[src/rtl/pipe_ctrl_pkg.sv]
// Shared types and constants for the pipeline stall/flush sequencer.
package pipe_ctrl_pkg;

    typedef enum logic [1:0] {
        ST_RUN      = 2'd0,
        ST_MEM_WAIT = 2'd1,
        ST_HALT     = 2'd2
    } state_e;

    localparam logic [4:0] REG_ZERO = 5'd0;

    // MEM_Signal bit positions; any set bit means the MEM stage touches memory.
    localparam int MEM_SIG_LOAD_BIT  = 0;
    localparam int MEM_SIG_STORE_BIT = 1;
    localparam int MEM_SIG_W         = 2;

    typedef enum logic [1:0] {
        BR_NONE = 2'd0,
        BR_BEZ  = 2'd1,
        BR_BNE  = 2'd2,
        BR_JMP  = 2'd3
    } br_type_e;

    function automatic logic mem_req_of(input logic [MEM_SIG_W-1:0] sig);
        return sig[MEM_SIG_LOAD_BIT] | sig[MEM_SIG_STORE_BIT];
    endfunction

    // BNE compares two registers, BEZ only one; stores read the data register.
    function automatic logic two_src_of(input logic is_rtype, input logic is_store,
                                        input br_type_e br);
        return is_rtype | is_store | (br == BR_BNE);
    endfunction

endpackage

[src/rtl/pipe_ctrl_hazard_detect.sv]
// RAW compare of one in-flight (dest, wb_en) pair against the ID-stage sources.
module hazard_detect
    import pipe_ctrl_pkg::*;
(
    input  logic       id_valid,
    input  logic [4:0] id_src1,
    input  logic [4:0] id_src2,
    input  logic       id_two_src,
    input  logic [4:0] dest,
    input  logic       wb_en,
    output logic       hazard
);

    always_comb begin
        hazard = id_valid & wb_en & (dest != REG_ZERO) &
                 ((dest == id_src1) | (id_two_src & (dest == id_src2)));
    end

endmodule

[src/rtl/pipe_ctrl.sv]
// Stall/flush sequencer for the 5-stage pipe (no forwarding: every RAW hazard stalls).
// Optional performance counters are built when PIPE_CTRL_PERF_EN is defined.
module pipe_ctrl
    import pipe_ctrl_pkg::*;
#(
    parameter int MEM_TIMEOUT = 64
) (
    input  logic        clk,
    input  logic        rst,
    input  logic        id_valid,
    input  logic [4:0]  id_src1,
    input  logic [4:0]  id_src2,
    input  logic        id_two_src,
    input  logic [4:0]  exe_dest,
    input  logic [4:0]  mem_dest,
    input  logic        exe_wb_en,
    input  logic        mem_wb_en,
    input  logic        br_taken,
    input  logic        mem_req,
    input  logic        mem_ready,
    output logic        pc_freeze,
    output logic        ifid_freeze,
    output logic        ifid_flush,
    output logic        idexe_flush,
    output logic        pipe_freeze,
    output logic        mem_err,
    output logic [31:0] stall_cnt,
    output logic [31:0] flush_cnt
);

    localparam int CW = $clog2(MEM_TIMEOUT + 1);

    state_e          state_q, state_d;
    logic [CW-1:0]   wait_cnt_q, wait_cnt_d, wait_inc;
    logic            mem_err_q, mem_err_d;
    logic            mem_stall, hz_exe, hz_mem;

    hazard_detect u_hz_exe (
        .id_valid   (id_valid),
        .id_src1    (id_src1),
        .id_src2    (id_src2),
        .id_two_src (id_two_src),
        .dest       (exe_dest),
        .wb_en      (exe_wb_en),
        .hazard     (hz_exe)
    );

    hazard_detect u_hz_mem (
        .id_valid   (id_valid),
        .id_src1    (id_src1),
        .id_src2    (id_src2),
        .id_two_src (id_two_src),
        .dest       (mem_dest),
        .wb_en      (mem_wb_en),
        .hazard     (hz_mem)
    );

    assign mem_stall = mem_req & ~mem_ready;
    assign wait_inc  = wait_cnt_q + CW'(1);

    always_comb begin
        state_d    = state_q;
        wait_cnt_d = wait_cnt_q;
        mem_err_d  = mem_err_q;
        case (state_q)
            ST_RUN: begin
                if (mem_stall) begin
                    state_d    = ST_MEM_WAIT;
                    wait_cnt_d = CW'(1);
                end
            end
            ST_MEM_WAIT: begin
                if (!mem_stall) begin
                    state_d    = ST_RUN;
                    wait_cnt_d = '0;
                end else begin
                    wait_cnt_d = wait_inc;
                    // The edge that completes the N-th frozen cycle enters HALT.
                    if (wait_inc == CW'(MEM_TIMEOUT)) begin
                        state_d   = ST_HALT;
                        mem_err_d = 1'b1;
                    end
                end
            end
            ST_HALT: ;
            default: state_d = ST_RUN;
        endcase
    end

    always_ff @(posedge clk) begin
        if (rst) begin
            state_q    <= ST_RUN;
            wait_cnt_q <= '0;
            mem_err_q  <= 1'b0;
        end else begin
            state_q    <= state_d;
            wait_cnt_q <= wait_cnt_d;
            mem_err_q  <= mem_err_d;
        end
    end

    assign mem_err = mem_err_q;

    // A frozen pipe keeps any pending branch/hazard in place until release.
    always_comb begin
        pc_freeze   = 1'b0;
        ifid_freeze = 1'b0;
        ifid_flush  = 1'b0;
        idexe_flush = 1'b0;
        pipe_freeze = 1'b0;
        if (!rst) begin
            if (state_q == ST_HALT || mem_stall) begin
                pc_freeze   = 1'b1;
                ifid_freeze = 1'b1;
                pipe_freeze = 1'b1;
            end else if (br_taken) begin
                ifid_flush  = 1'b1;
                idexe_flush = 1'b1;
            end else if (hz_exe || hz_mem) begin
                pc_freeze   = 1'b1;
                ifid_freeze = 1'b1;
                idexe_flush = 1'b1;
            end
        end
    end

`ifdef PIPE_CTRL_PERF_EN
    logic [31:0] stall_cnt_q, stall_cnt_d, flush_cnt_q, flush_cnt_d;

    always_comb begin
        stall_cnt_d = stall_cnt_q;
        flush_cnt_d = flush_cnt_q;
        if (pc_freeze && stall_cnt_q != 32'hFFFF_FFFF)
            stall_cnt_d = stall_cnt_q + 32'd1;
        if (ifid_flush && flush_cnt_q != 32'hFFFF_FFFF)
            flush_cnt_d = flush_cnt_q + 32'd1;
    end

    always_ff @(posedge clk) begin
        if (rst) begin
            stall_cnt_q <= '0;
            flush_cnt_q <= '0;
        end else begin
            stall_cnt_q <= stall_cnt_d;
            flush_cnt_q <= flush_cnt_d;
        end
    end

    assign stall_cnt = stall_cnt_q;
    assign flush_cnt = flush_cnt_q;
`else
    assign stall_cnt = '0;
    assign flush_cnt = '0;
`endif

endmodule

[config.mk]
export PLATFORM = sky130hd
export DESIGN_NAME = pipe_ctrl
export DESIGN_NICKNAME = d
export VERILOG_FILES = /design/src/rtl/pipe_ctrl_pkg.sv /design/src/rtl/pipe_ctrl_hazard_detect.sv /design/src/rtl/pipe_ctrl.sv
export SDC_FILE = /design/constraint.sdc
export NUM_CORES = 1
export LEC_CHECK = 0
export ABC_CLOCK_PERIOD_IN_PS = 3240
export CORE_ASPECT_RATIO = 1.1
export CORE_MARGIN = 2
export CORE_UTILIZATION = 37
export CTS_CLUSTER_DIAMETER = 60
export DETAILED_ROUTE_END_ITERATION = 7
export GPL_TIMING_DRIVEN = 0
export PLACE_DENSITY = 0.94
export SYNTH_ARGS = -nofsm -noshare
export SYNTH_HDL_FRONTEND = slang
export SYNTH_SLANG_ARGS = --single-unit
[constraint.sdc]
create_clock -name clk -period 3.24 [get_ports clk]
set_clock_uncertainty 0.15 [all_clocks]
set_input_delay 0.81 -clock clk [delete_from_list [all_inputs] [get_ports clk]]
set_output_delay 0.81 -clock clk [all_outputs]
set_load 0.005 [all_outputs]
==> impl_results.md <==
- Outcome: completed
- RSZ-0062 raised after global routing: false
- Core area: roughly 0.0034 mm²
- Effective utilization at floorplan: 38.9%
- First-pass GRT wire length: 4490 µm
- Logic gate share of total power: 39.9%
- Post-synthesis cell area: 0.00132 mm²
- N_diodes: 0
- CTS sink cnt: 10
- Top-Level Pins: 99
- Final Cycle Share: 96.1%
- CTS tree: built
- Vias: 1221
- Max stage delay on crit path: 0.50 ns
- VDD IR max: 187 µV
- Placed insts: 311
- Routability Congestion: 0.914
- Worst-path clk slew: 0.07 ns
- Antenna Nets Post-Route: 0
- 1st-pass router iterations: 4
- Post-CTS Setup Bufs: 0
- YS warnings: 0
- Num CTS Buffers: 3
- Met2 GRT Util: ~29%
- CP delay by family, top: simple AND/OR/NAND/NOR gates
- Layout cells sized above 1: 35.0%
- Met3 usage: 2.14%
- Vias per cell: around 3.9
- WP data required: 2.28 ns
- Synth top area cells: buf_4, dfxtp_1, xor2_1
- Row cnt: 22
- Slowest CP cell: or4_1
- Reg2Reg Setup Slack: between 1 and 1.5 ns
- Flops & latches, synth: 10
- Worst Setup End Kind: output port
- Wire per inst: slightly above 9 µm
- Minimum clock period: ~3.1 ns
- Initial antenna violation count: 0
- Remaining Overflow, GRT: 0
- Routed wire length: 2890 µm
- Die area: ~0.004 mm²
- Switching part of the total: 29.4%
- Commonest cells after routing, fill and taps aside: buf_4, conb_1, xor2_1, clkdlybuf4s50_1, dfxtp_1
- Clock Power Share: 29.0%
- Gr busiest metal: met2
- Initial DRC Count: 24
- Maxcap violations: 0
- Skew-Pair Late Insertion Delay: 0.28 ns
- Hold Buf Count CTS: 0
- Area growth syn-to-layout: 49.0%
- Final hold violation count: 0
- Die extent in x: 60.9 µm
- Pwr/cell area: 208 mW/mm²
- Overall routing resource usage: 14.6%
- Final setup TNS: 0 ns
- DRC viols: 0
- Sw Pwr: 0.000120 W
- Synth Instances: approximately 170
- Internal power: 0.000288 W
- Clk root buf: clkbuf_4
- Lkg Pwr: a little over 1 nW
- Largest net degree at the start of global routing: 11
- Clock buffer depth: 2
- Netlist cell types: 38
- DIE HEIGHT: between 60 and 70 µm
- Final Max Tran Viols: 0
- Worst min path class: reg -> reg
- Syn avg cell area: 7.94 µm²
- Final cell count without fillers: 314
- Top achievable clock speed: 0.321 GHz
- Critical-path cell list: clkdlybuf4s15_2 > or4_1 > o211ai_1 > o22a_1 > o21bai_1 > buf_2
- Port Buffer Count: 34
- Synth area leader: buf_4
- Worst setup path category: in -> out
- WP buf/inv: 2
- WP data arrival: between 2 and 2.5 ns
- Seq/Total Area, Yosys: approximately 15%
- Vias in the first global route: ~1100
- Htree depth: 1
- Final setup viols: 0
- Worst setup SP type: primary input
- Nets: 297
- Met1 Use GR: roughly 14%
- Hpwl dp: ~2500 µm
- Flop pwr share: 31.1%
- Proportion of netlist area held by the largest area contributor: 37.0%
- Crit Path Max Fanout: 3
==> worst paths after layout <==
kind,depth (start not counted),startpoint,to
worst max-delay path,6,exe_dest[3],pc_freeze
worst min-delay path,2,wait_cnt_q[6],wait_cnt_q[6]
worst max register to register,5,wait_cnt_q[0],wait_cnt_q[6]
worst min register to register,2,wait_cnt_q[6],wait_cnt_q[6]
==> state kept, by name (all words and copies together), names as in the netlist <==
signal and count:
state_q 2, mem_err 1, wait_cnt_q 7
==> logic make-up (layout without fill, tap and decap cells) <==
logic type      Yosys count  after routing  synth area share (%)
fa+ha+maj                 1              1                 0.950
simple gates             36             36                  16.6
compound gates           29             29                  15.5
other cells               1             64                 0.285
xor+xnor                 20             20                  13.3
flops                    10             10                  15.2
buf+inv                  69            106                  38.2
==> power groups by stage <==
stage | registers, W | clock network [W] | logic [W]
floorplan | 0.000129 | 0 | 0.000109
global placement | 0.000129 | 0 | 0.000164
detailed placement | 0.000129 | 0 | 0.000166
CTS | 0.000127 | 0.000120 | 0.000156
global route | 0.000127 | 0.000126 | 0.000180
finish | 0.000127 | 0.000118 | 0.000162
==> area by class of cell <==
cell class | instances | area (µm²)
flip-flops and latches | 10 | 200
well taps | 48 | 60.1
clock buffers | 4 | 36.3
multi-input cells | 150 | 875
inverters | 3 | 11.3
plain buffers | 65 | 484
fillers | 316 | 1420
repair buffers | 34 | 297
==> synthesized netlist by cell type <==
cell type  number
a311oi_1        1
a21o_2          1
a22oi_1         1
o2111a_1        1
inv_1           3
o211ai_1        2
o21ai_0         3
and3_4          1
or2_4           1
a211oi_1        1
dfxtp_1        10
o22a_1          1
a32oi_1         2
a2111oi_2       1
xor2_1         18
or2_2           1
a2bb2oi_1       1
nand3b_1        2
or3_2           2
nor2_1          8
a31oi_1         2
conb_1          1
o21bai_1        1
nor3_1          4
clkbuf_1        1
buf_4          65
or4b_1          1
nand2_1         7
ha_1            1
nand2b_4        2
a21o_1          2
xnor2_1         2
or2_0           1
a21oi_1         9
nor4_1          2
and4b_1         1
or4_1           2
nand3_1         1
==> through the flow <==
step	utilization (%)	cell area (µm²)	hold WS, ns	setup WS, ns	total power [W]
6_report	58.0	1960	0.331	0.125	0.000407
3_3_place_gp	57.7	1950	0.302	-0.616	0.000293
3_5_place_dp	57.7	1950	0.324	-0.672	0.000295
4_1_cts	57.9	1960	0.333	0.0125	0.000403
2_1_floorplan	-	1550	0.290	0.396	0.000238
5_1_grt	58.0	1960	0.363	0.00293	0.000433
==> metal layers <==
metal  routed length, µm  share of wire (%)
met1                1040                 36
met2                1530                 53
met3                 226                7.8
met4                  94                3.3
met5                   0                  0
==> worst reg2reg max path, cell delays in order (launching register included) <==
cell and delay [ns]:
dfxtp_1 0.43, ha_1 0.25, nand3_1 0.14, or2_0 0.26, or3_2 0.41, a21oi_1 0.14
==> repair_timing <==
action	CTS	global route
resized for setup	51	10
pin swaps	11	7
setup endpoints to repair	3	4
(Power assumes the default switching activity.)
